[src/rtl/program_loader_pkg.sv]
// Shared types and constants for the program loader: FSM state encoding and
// the number of bytes that make up a header or a body word.
package program_loader_pkg;

    typedef enum logic [1:0] {
        ST_HEADER,
        ST_BODY,
        ST_DONE,
        ST_ERROR
    } loader_state_t;

    // Header and body words are both four big-endian bytes.
    localparam int HEADER_BYTES = 4;

endpackage

[src/rtl/program_loader_if.sv]
// Byte-stream input and instruction-memory write port of the program loader.
// The master modport is the loader's view, the slave modport is its environment.
interface program_loader_if #(
    parameter int ADDR_WIDTH = 17
);
    logic                  rx_valid;
    logic [7:0]            rx_data;
    logic                  rearm;
    logic                  mem_we;
    logic [ADDR_WIDTH-1:0] mem_addr;
    logic [31:0]           mem_wdata;
    logic [ADDR_WIDTH-2:0] words_written;
    logic                  busy;
    logic                  done;
    logic                  error;

    modport master (
        input  rx_valid, rx_data, rearm,
        output mem_we, mem_addr, mem_wdata, words_written, busy, done, error
    );

    modport slave (
        output rx_valid, rx_data, rearm,
        input  mem_we, mem_addr, mem_wdata, words_written, busy, done, error
    );
endinterface

[src/rtl/program_loader_byte_assembler.sv]
// Collects bytes into a big-endian 32-bit word; the completed word and its
// valid flag are presented combinationally alongside the fourth byte.
module byte_assembler
    import program_loader_pkg::*;
(
    input  logic        clk,
    input  logic        reset,
    input  logic        i_valid,
    input  logic [7:0]  i_byte,
    input  logic        i_clear,
    output logic [31:0] o_word,
    output logic        o_word_valid
);

    // Only the three most recent bytes need storage; the fourth arrives live.
    logic [23:0] r_shift;
    logic [1:0]  r_byte_cnt;

    always_ff @(posedge clk or posedge reset) begin
        if (reset) begin
            r_shift    <= '0;
            r_byte_cnt <= '0;
        end else if (i_clear) begin
            r_shift    <= '0;
            r_byte_cnt <= '0;
        end else if (i_valid) begin
            r_shift    <= {r_shift[15:0], i_byte};
            r_byte_cnt <= r_byte_cnt + 2'd1;
        end
    end

    assign o_word       = {r_shift, i_byte};
    assign o_word_valid = i_valid && !i_clear && (r_byte_cnt == 2'(HEADER_BYTES - 1));

endmodule

[src/rtl/program_loader.sv]
// Writes a length-prefixed big-endian byte stream into instruction memory as
// 32-bit words and holds the core off (busy) until the image is complete.
module program_loader
    import program_loader_pkg::*;
#(
    parameter int ADDR_WIDTH = 17,
    parameter int MAX_WORDS  = 2 ** (ADDR_WIDTH - 2)
) (
    input logic             clk,
    input logic             reset,
    program_loader_if.master bus
);

    localparam logic [31:0]           MAX_WORDS_W = 32'(MAX_WORDS);
    localparam logic [ADDR_WIDTH-2:0] WW_ONE      = 1;

    loader_state_t         r_state;
    loader_state_t         w_next_state;
    logic [31:0]           r_n;
    logic [ADDR_WIDTH-2:0] r_words_written;
    logic                  r_mem_we;
    logic [ADDR_WIDTH-1:0] r_mem_addr;
    logic [31:0]           r_mem_wdata;

    logic        w_active;
    logic        w_rearm;
    logic        w_asm_valid;
    logic        w_word_valid;
    logic [31:0] w_word;
    logic        w_write;
    logic        w_latch_n;
    logic        w_last_word;

    // Bytes are ignored outside HEADER/BODY, and rearm only acts in DONE/ERROR.
    assign w_active    = (r_state == ST_HEADER) || (r_state == ST_BODY);
    assign w_rearm     = bus.rearm && !w_active;
    assign w_asm_valid = bus.rx_valid && w_active;
    assign w_last_word = ((32'(r_words_written) + 32'd1) == r_n);

    byte_assembler u_assembler (
        .clk          (clk),
        .reset        (reset),
        .i_valid      (w_asm_valid),
        .i_byte       (bus.rx_data),
        .i_clear      (w_rearm),
        .o_word       (w_word),
        .o_word_valid (w_word_valid)
    );

    always_ff @(posedge clk or posedge reset) begin
        if (reset) begin
            r_state <= ST_HEADER;
        end else begin
            r_state <= w_next_state;
        end
    end

    // The header length is judged at full 32-bit width so oversize counts never truncate.
    always_comb begin
        w_next_state = r_state;
        w_write      = 1'b0;
        w_latch_n    = 1'b0;
        case (r_state)
            ST_HEADER: begin
                if (w_word_valid) begin
                    w_latch_n = 1'b1;
                    if (w_word == 32'd0) begin
                        w_next_state = ST_DONE;
                    end else if (w_word > MAX_WORDS_W) begin
                        w_next_state = ST_ERROR;
                    end else begin
                        w_next_state = ST_BODY;
                    end
                end
            end
            ST_BODY: begin
                if (w_word_valid) begin
                    w_write = 1'b1;
                    if (w_last_word) begin
                        w_next_state = ST_DONE;
                    end
                end
            end
            ST_DONE, ST_ERROR: begin
                if (bus.rearm) begin
                    w_next_state = ST_HEADER;
                end
            end
            default: begin
                w_next_state = ST_HEADER;
            end
        endcase
    end

    always_ff @(posedge clk or posedge reset) begin
        if (reset) begin
            r_n             <= '0;
            r_words_written <= '0;
            r_mem_we        <= 1'b0;
            r_mem_addr      <= '0;
            r_mem_wdata     <= '0;
        end else begin
            r_mem_we <= w_write;
            if (w_latch_n) begin
                r_n <= w_word;
            end
            if (w_write) begin
                r_mem_addr      <= {r_words_written[ADDR_WIDTH-3:0], 2'b00};
                r_mem_wdata     <= w_word;
                r_words_written <= r_words_written + WW_ONE;
            end
            if (w_rearm) begin
                r_n             <= '0;
                r_words_written <= '0;
            end
        end
    end

    assign bus.mem_we        = r_mem_we;
    assign bus.mem_addr      = r_mem_addr;
    assign bus.mem_wdata     = r_mem_wdata;
    assign bus.words_written = r_words_written;
    assign bus.busy          = w_active;
    assign bus.done          = (r_state == ST_DONE);
    assign bus.error         = (r_state == ST_ERROR);

endmodule

[src/flat_wrapper.sv]
// flat-port wrapper written by rule: the top's interface ports become plain ports
module program_loader_flat import program_loader_pkg::*;
#(
    parameter int ADDR_WIDTH = 17,
    parameter int MAX_WORDS  = 2 ** (ADDR_WIDTH - 2)
)
  (clk, reset, bus_rx_valid, bus_rx_data, bus_rearm, bus_mem_we, bus_mem_addr, bus_mem_wdata, bus_words_written, bus_busy, bus_done, bus_error);
  program_loader_if #(.ADDR_WIDTH(ADDR_WIDTH)) bus_i ();
  input logic clk;
  input logic reset;
  input wire logic [$bits(bus_i.rx_valid)-1:0] bus_rx_valid;
  input wire logic [$bits(bus_i.rx_data)-1:0] bus_rx_data;
  input wire logic [$bits(bus_i.rearm)-1:0] bus_rearm;
  output wire logic [$bits(bus_i.mem_we)-1:0] bus_mem_we;
  output wire logic [$bits(bus_i.mem_addr)-1:0] bus_mem_addr;
  output wire logic [$bits(bus_i.mem_wdata)-1:0] bus_mem_wdata;
  output wire logic [$bits(bus_i.words_written)-1:0] bus_words_written;
  output wire logic [$bits(bus_i.busy)-1:0] bus_busy;
  output wire logic [$bits(bus_i.done)-1:0] bus_done;
  output wire logic [$bits(bus_i.error)-1:0] bus_error;
  assign bus_i.rx_valid = bus_rx_valid;
  assign bus_i.rx_data = bus_rx_data;
  assign bus_i.rearm = bus_rearm;
  assign bus_mem_we = bus_i.mem_we;
  assign bus_mem_addr = bus_i.mem_addr;
  assign bus_mem_wdata = bus_i.mem_wdata;
  assign bus_words_written = bus_i.words_written;
  assign bus_busy = bus_i.busy;
  assign bus_done = bus_i.done;
  assign bus_error = bus_i.error;
  program_loader #(.ADDR_WIDTH(ADDR_WIDTH), .MAX_WORDS(MAX_WORDS)) u_core (.clk(clk), .reset(reset), .bus(bus_i));
endmodule
[config.mk]
export PLATFORM = sky130hd
export DESIGN_NAME = program_loader_flat
export DESIGN_NICKNAME = d
export VERILOG_FILES = /design/src/rtl/program_loader_pkg.sv /design/src/rtl/program_loader_if.sv /design/src/rtl/program_loader_byte_assembler.sv /design/src/rtl/program_loader.sv /design/src/flat_wrapper.sv
export SDC_FILE = /design/constraint.sdc
export NUM_CORES = 1
export LEC_CHECK = 0
export CORE_ASPECT_RATIO = 1.2
export CORE_MARGIN = 2
export CORE_UTILIZATION = 35
export CTS_CLUSTER_SIZE = 12
export DETAILED_ROUTE_END_ITERATION = 8
export PLACE_DENSITY = 0.63
export SKIP_CTS_REPAIR_TIMING = 1
export SKIP_LAST_GASP = 1
export SYNTH_ARGS = -nofsm -noshare
export SYNTH_HDL_FRONTEND = slang
export SYNTH_SLANG_ARGS = --single-unit
[constraint.sdc]
create_clock -name clk -period 6.9 [get_ports clk]
set_clock_uncertainty 0.15 [all_clocks]
set_input_delay 2.07 -clock clk [delete_from_list [all_inputs] [get_ports clk]]
set_output_delay 2.07 -clock clk [all_outputs]
set_load 0.02 [all_outputs]
Word-level counts from Yosys, hierarchy flattened
Cells that the tools add are included.
- flip-flop bits (word level): 124
- latch bits: 0
- bits in writable memories: 0
- ROM bits: 0
- input bits: 12
- output and inout bits: 69
- word-level logic and storage cells: 53
- memories kept: 0
- $add $sub $neg: 3
- $mul: 0
- divide/modulo/power cells: 0
- $lt $le $gt $ge: 1
- equality and inequality tests: 9
- shifts and indexed selects: 0
- mux-type cells: 18
- bitwise operators: 0
- reduce and logical (&&, ||, !) cells: 14
- operator list (kind ; count):
    $mux 32 ; 2
    $mux 24 ; 2
    $eq 32x32->1 ; 1
    $gt 32x16->1 const B ; 1
    $logic_not 32->1 ; 1
    $mux 16 ; 2
    $add 16x1->17 const B ; 1
    $add 16x1->16 const B ; 1
    $mux 2 ; 8
    $eq 2x2->1 const B ; 3
    $ne 2x2->1 const B ; 3
    $pmux 2 s3 ; 1
    $reduce_bool 2->1 ; 3
    $logic_and 1x1->1 ; 4
    $reduce_and 4->1 ; 1
    $mux 1 ; 3
    $add 2x1->2 const B ; 1
    $eq 2x1->1 const B ; 1
    $logic_not 1->1 ; 2
    $logic_not 2->1 ; 1
    $ne 2x1->1 const B ; 1
    $reduce_or 2->1 ; 1
    $logic_or 1x1->1 ; 1

Logic depth before layout (Yosys ltp)
- depth after elaboration: 11
- depth in mapped cells: 9
- gate-level depth less buffers: 8

Modules after synthesis
Synthesis repeated with hierarchy kept, for this count alone.
- cells, all modules: 636
- area total of the unflattened synthesis: 5845.6 µm²
- modules (own cells, without submodules) (module ; instances ; cells an instance ; area each (µm²) ; seq. area each (µm²)):
    program_loader ; 1 ; 540 ; 4685.7 ; 2452.4
    byte_assembler ; 1 ; 96 ; 1159.9 ; 650.6

Worst setup path after synthesis
No wires, ideal clock.
- kind: input-to-reg
- start: input port bus_rx_valid
- end: register u_core.r_mem_addr[12] (netlist: u_core.bus.mem_addr[12])
- setup time: 0.065 ns
- arrival time: 3.445 ns
- data required time: 6.685 ns
- slack: 3.239 ns
- stages: 8
- buffers on the path: 3
- cells stage by stage: nor2b_1 -> clkbuf_1 -> nand3_1 -> inv_1 -> clkbuf_1 -> buf_1 -> nand2_1 -> nand2_1
- longest elaborated chain between the ends: 5
- RTL lines (what ; RTL line ; text):
    start: declaration ; flat_wrapper.sv:11 ; input wire logic [$bits(bus_i.rx_valid)-1:0] bus_rx_valid;
    $logic_and 1x1->1 ; program_loader.sv:37 ; assign w_asm_valid = bus.rx_valid && w_active;
    $logic_and 1x1->1 (2 in series) ; program_loader_byte_assembler.sv:33 ; assign o_word_valid = i_valid && !i_clear && (r_byte_cnt == 2'(HEADER_BYTES - 1));
    $mux 1 ; program_loader.sv:77 ; if (w_word_valid) begin
    $mux 1 ; program_loader.sv:63 ; case (r_state)
    end signal: assignment ; program_loader.sv:108 ; r_mem_addr <= {r_words_written[ADDR_WIDTH-3:0], 2'b00};
    end: declaration ; program_loader.sv:22 ; logic [ADDR_WIDTH-1:0] r_mem_addr;
No other way between the ends.
A chain may end at the register's enable or synchronous reset.

Final worst setup path
- start: input port bus_rx_valid
- end: register u_core.r_words_written[9] (netlist: u_core.bus.words_written[9])
- longest elaborated chain between the ends: 6
- RTL lines (what ; RTL line ; text):
    $logic_and 1x1->1 ; program_loader.sv:37 ;
    $logic_and 1x1->1 (2 in series) ; program_loader_byte_assembler.sv:33 ;
    $mux 1 ; program_loader.sv:77 ;
    $mux 1 ; program_loader.sv:63 ;
    $reduce_bool 2->1 (no source line) ; -- ;
    end signal: assignment ; program_loader.sv:110 ; r_words_written <= r_words_written + WW_ONE;
    end: declaration ; program_loader.sv:20 ; logic [ADDR_WIDTH-2:0] r_words_written;
No other way between the ends.

==> flow_summary_export.csv <==
group,metric,value,unit
drt,viasPerCell,5.152,
floorplan,io_pins,81,
yosys,avgSynthCellArea,9.108,um^2
layout,fillers,1466,
global_routing,grt_first_pass_wirelength,24360,um
sta,finalSetupViolCount,0,
power_and_ir_drop,leakage,3.318,nW
yosys,synth-seq-area-share,55.67,%
drt,first_pass_iters,5,
layout,utilization,45.41,%
yosys,yosys_warnings,0,
floorplan,die_x,119.2,um
worst_setup_path,cp_cell_sequence,"clkdlybuf4s50_1, nor2b_1, buf_4, nand3_2, buf_4, inv_1, buf_4, nor2_1, o21ai_0, o31ai_1",
layout,multiInputGateArea,2277,um^2
placed_design,gp_congestion,0.8567,
yosys,async_flop_share,100.0,%
sta,fin_tns_setup,0,ps
global_routing,globalRouteTotalUtil,18.20,%
sta,relSlewSlack,33.22,%
worst_setup_path,end_kind,"flop",
run,maxCapViolCount,0,
layout,design_area,7074,um^2
global_routing,use_met2,29.95,%
cts,cts_tree,"yes",
global_routing,busiest_layer,"met2",
floorplan,dieHeight,142.2,um
drt,wl_per_cell,16.35,um
sta,whs,320.8,ps
sta,worst_slew_pin_slew,1002,ps
sta,finalCritPeriodShare,67.42,%
cts,cts_buffers,17,
layout,nNetsFinal,689,
global_routing,antenna_found_initial,0,
layout,stdcell_count,896,
yosys,ys_ff_latch,124,
cts,clkSinkCount,124,
cts,root_buffer,"clkbuf_16",
placed_design,post-place-cells,864,
yosys,synthTopCellsByArea,"dfrtp_1 56%, nand2_1 15%, a22o_1 3.9%, nand3_1 2.4%, o21ai_0 2.4%",
power_and_ir_drop,peakVddDrop,0.0001745,V
yosys,synth_edf_count,0,
drt,post-route-drc-count,0,
yosys,netlist-cell-type-count,49,
sta,rsz0062_at_grt,"false",
drt,drt_iter0_markers,330,
drt,num_vias,4616,
global_routing,grt_start_max_net_pins,82,
floorplan,start_util,35.78,%
worst_setup_path,critical_path_required,7050,ps
sta,setup_slack,2248,ps
drt,drt-total-wl,14650,um
floorplan,fp.coreArea,15580,um^2
global_routing,met3_usage,4.167,%
worst_setup_path,crit_top_cell,"buf_4",
floorplan,rows,50,
power_and_ir_drop,power.total,2.753,mW
cts,clockBufferDepth,2,
placed_design,dp_hpwl,9674,um
global_routing,grtUsageMet1,23.58,%
yosys,synthFlopType,"dfrtp_1",
cts,clk_latency,420,ps
sta,slew_violations,0,
sta,fmax,0.2150,GHz
yosys,synth_top_area_share,55.67,%
cts,path_clk_slew,60,ps
yosys,yosysTopAreaCell,"dfrtp_1",
layout,seq_area,3103,um^2
placed_design,dpl_cell_area,6495,um^2
layout,diodes,0,
status,outcome,"finished clean",
worst_setup_path,slowest_delay,580,ps
worst_setup_path,path_max_fanout,67,
sta,hold_viol,0,
worst_setup_path,startpoint_type,"input pin",
yosys,syn_area,5574,um^2
sta,fin_crit,4652,ps
placed_design,portBuffers,78,
placed_design,place_ws,1836,ps
power_and_ir_drop,power.density,389.2,nW/um^2
drt,antenna_left,0,
cts,h-tree-depth,4,
global_routing,grt_pass1_vias,4572,
yosys,postSynthCellCount,612,
worst_hold_path,hold_path.class,"flop to flop",
worst_setup_path,cp_slowest_cell,"buf_4",
global_routing,overflow,0,
floorplan,dieArea,16960,um^2
layout,area_delta_synth_final,26.91,%
worst_setup_path,crit_type,"input pin to flop",
layout,drive_gt1_share,7.122,%
worst_setup_path,crit_arrival,4810,ps
logic make-up after synthesis:
family / synth area share [%]
compound gates: 10.73
xor+xnor: 3.143
fa+ha+maj: 0.4489
buf+inv: 3.636
flops: 55.67
mux: 0.5612
other cells: 0.06728
simple gates: 25.75
path summary, 6_finish.rpt:
kind                                                to                         from  depth (start not counted)  slack (ps)
hold reg to reg                 u_core.bus.mem_addr[4]       u_core.bus.mem_addr[4]                          2         320
hold / removal                  u_core.bus.mem_addr[4]       u_core.bus.mem_addr[4]                          2         320
min in group asynchronous      u_core.bus.mem_addr[11]                        reset                          2        2100
max in group asynchronous               u_core.r_n[24]                        reset                          3        3380
setup / recovery           u_core.bus.words_written[9]                 bus_rx_valid                         10        2250
setup reg to reg                     u_core.r_state[1]  u_core.bus.words_written[0]                          8        3820
layout by cell type (no fill, tap or decap), types with 13 or more instances in the layout:
master,netlist,final
a21oi_1,23,23
a22o_1,25,25
nor4_1,13,13
clkdlybuf4s50_1,0,78
nand2_1,218,218
dfrtp_1,124,124
clkbuf_16,0,17
xnor2_1,14,14
nand3_1,27,26
nor2_1,18,18
o21ai_0,27,27
state kept, by name, summed over array words and instances, names as in the netlist:
signal	count
u_core.r_state	2
u_core.bus.mem_addr	15
u_core.bus.mem_we	1
u_core.u_assembler.r_shift	24
u_core.bus.mem_wdata	32
u_core.u_assembler.r_byte_cnt	2
u_core.r_n	32
u_core.bus.words_written	16
routing by layer:
layer / up-vias / routed length, um / part of all wire [%]
met5: - / 0 / 0
met4: 0 / 221 / 1.5
met3: 19 / 575 / 3.9
met2: 142 / 7212 / 49
met1: 2274 / 6638 / 45
li1: 2181 / - / -
critical path, delay by kind of cell:
kind                   cells  cell delay [ps]
and+or+nand+nor            3              790
buffers and inverters      5             1640
AOI/OAI and AO/OA          2              290
power by group:
group / internal, mW / total (mW) / switching, mW
clock: 0.528 / 0.866 / 0.337
sequential: 0.935 / 1.14 / 0.202
combinational: 0.353 / 0.750 / 0.397
total: 1.82 / 2.75 / 0.937
Yosys cell counts, types with 4 or more instances:
cell type and instances:
inv_1 5, nand3_1 27, nor2b_1 5, buf_1 6
buf_2 6, a21oi_1 23, clkbuf_1 26, nor3_1 7
a22o_1 25, dfrtp_1 124, nor2_1 18, nor4_1 13
nand2_1 218, and3_1 4, nand4_1 7, and2_1 7
xnor2_1 14, xor2_1 6, o21ai_0 27
cell type report:
class                   instances  area share [%]
flip-flops and latches        124           43.86
multi-input cells             442           32.19
repair buffers                 85           11.78
clock buffers                  21           6.650
well taps                     208           3.679
clock inverters                11           1.539
inverters                       5          0.3007
No activity file was read; power rests on OpenSTA's default activity.
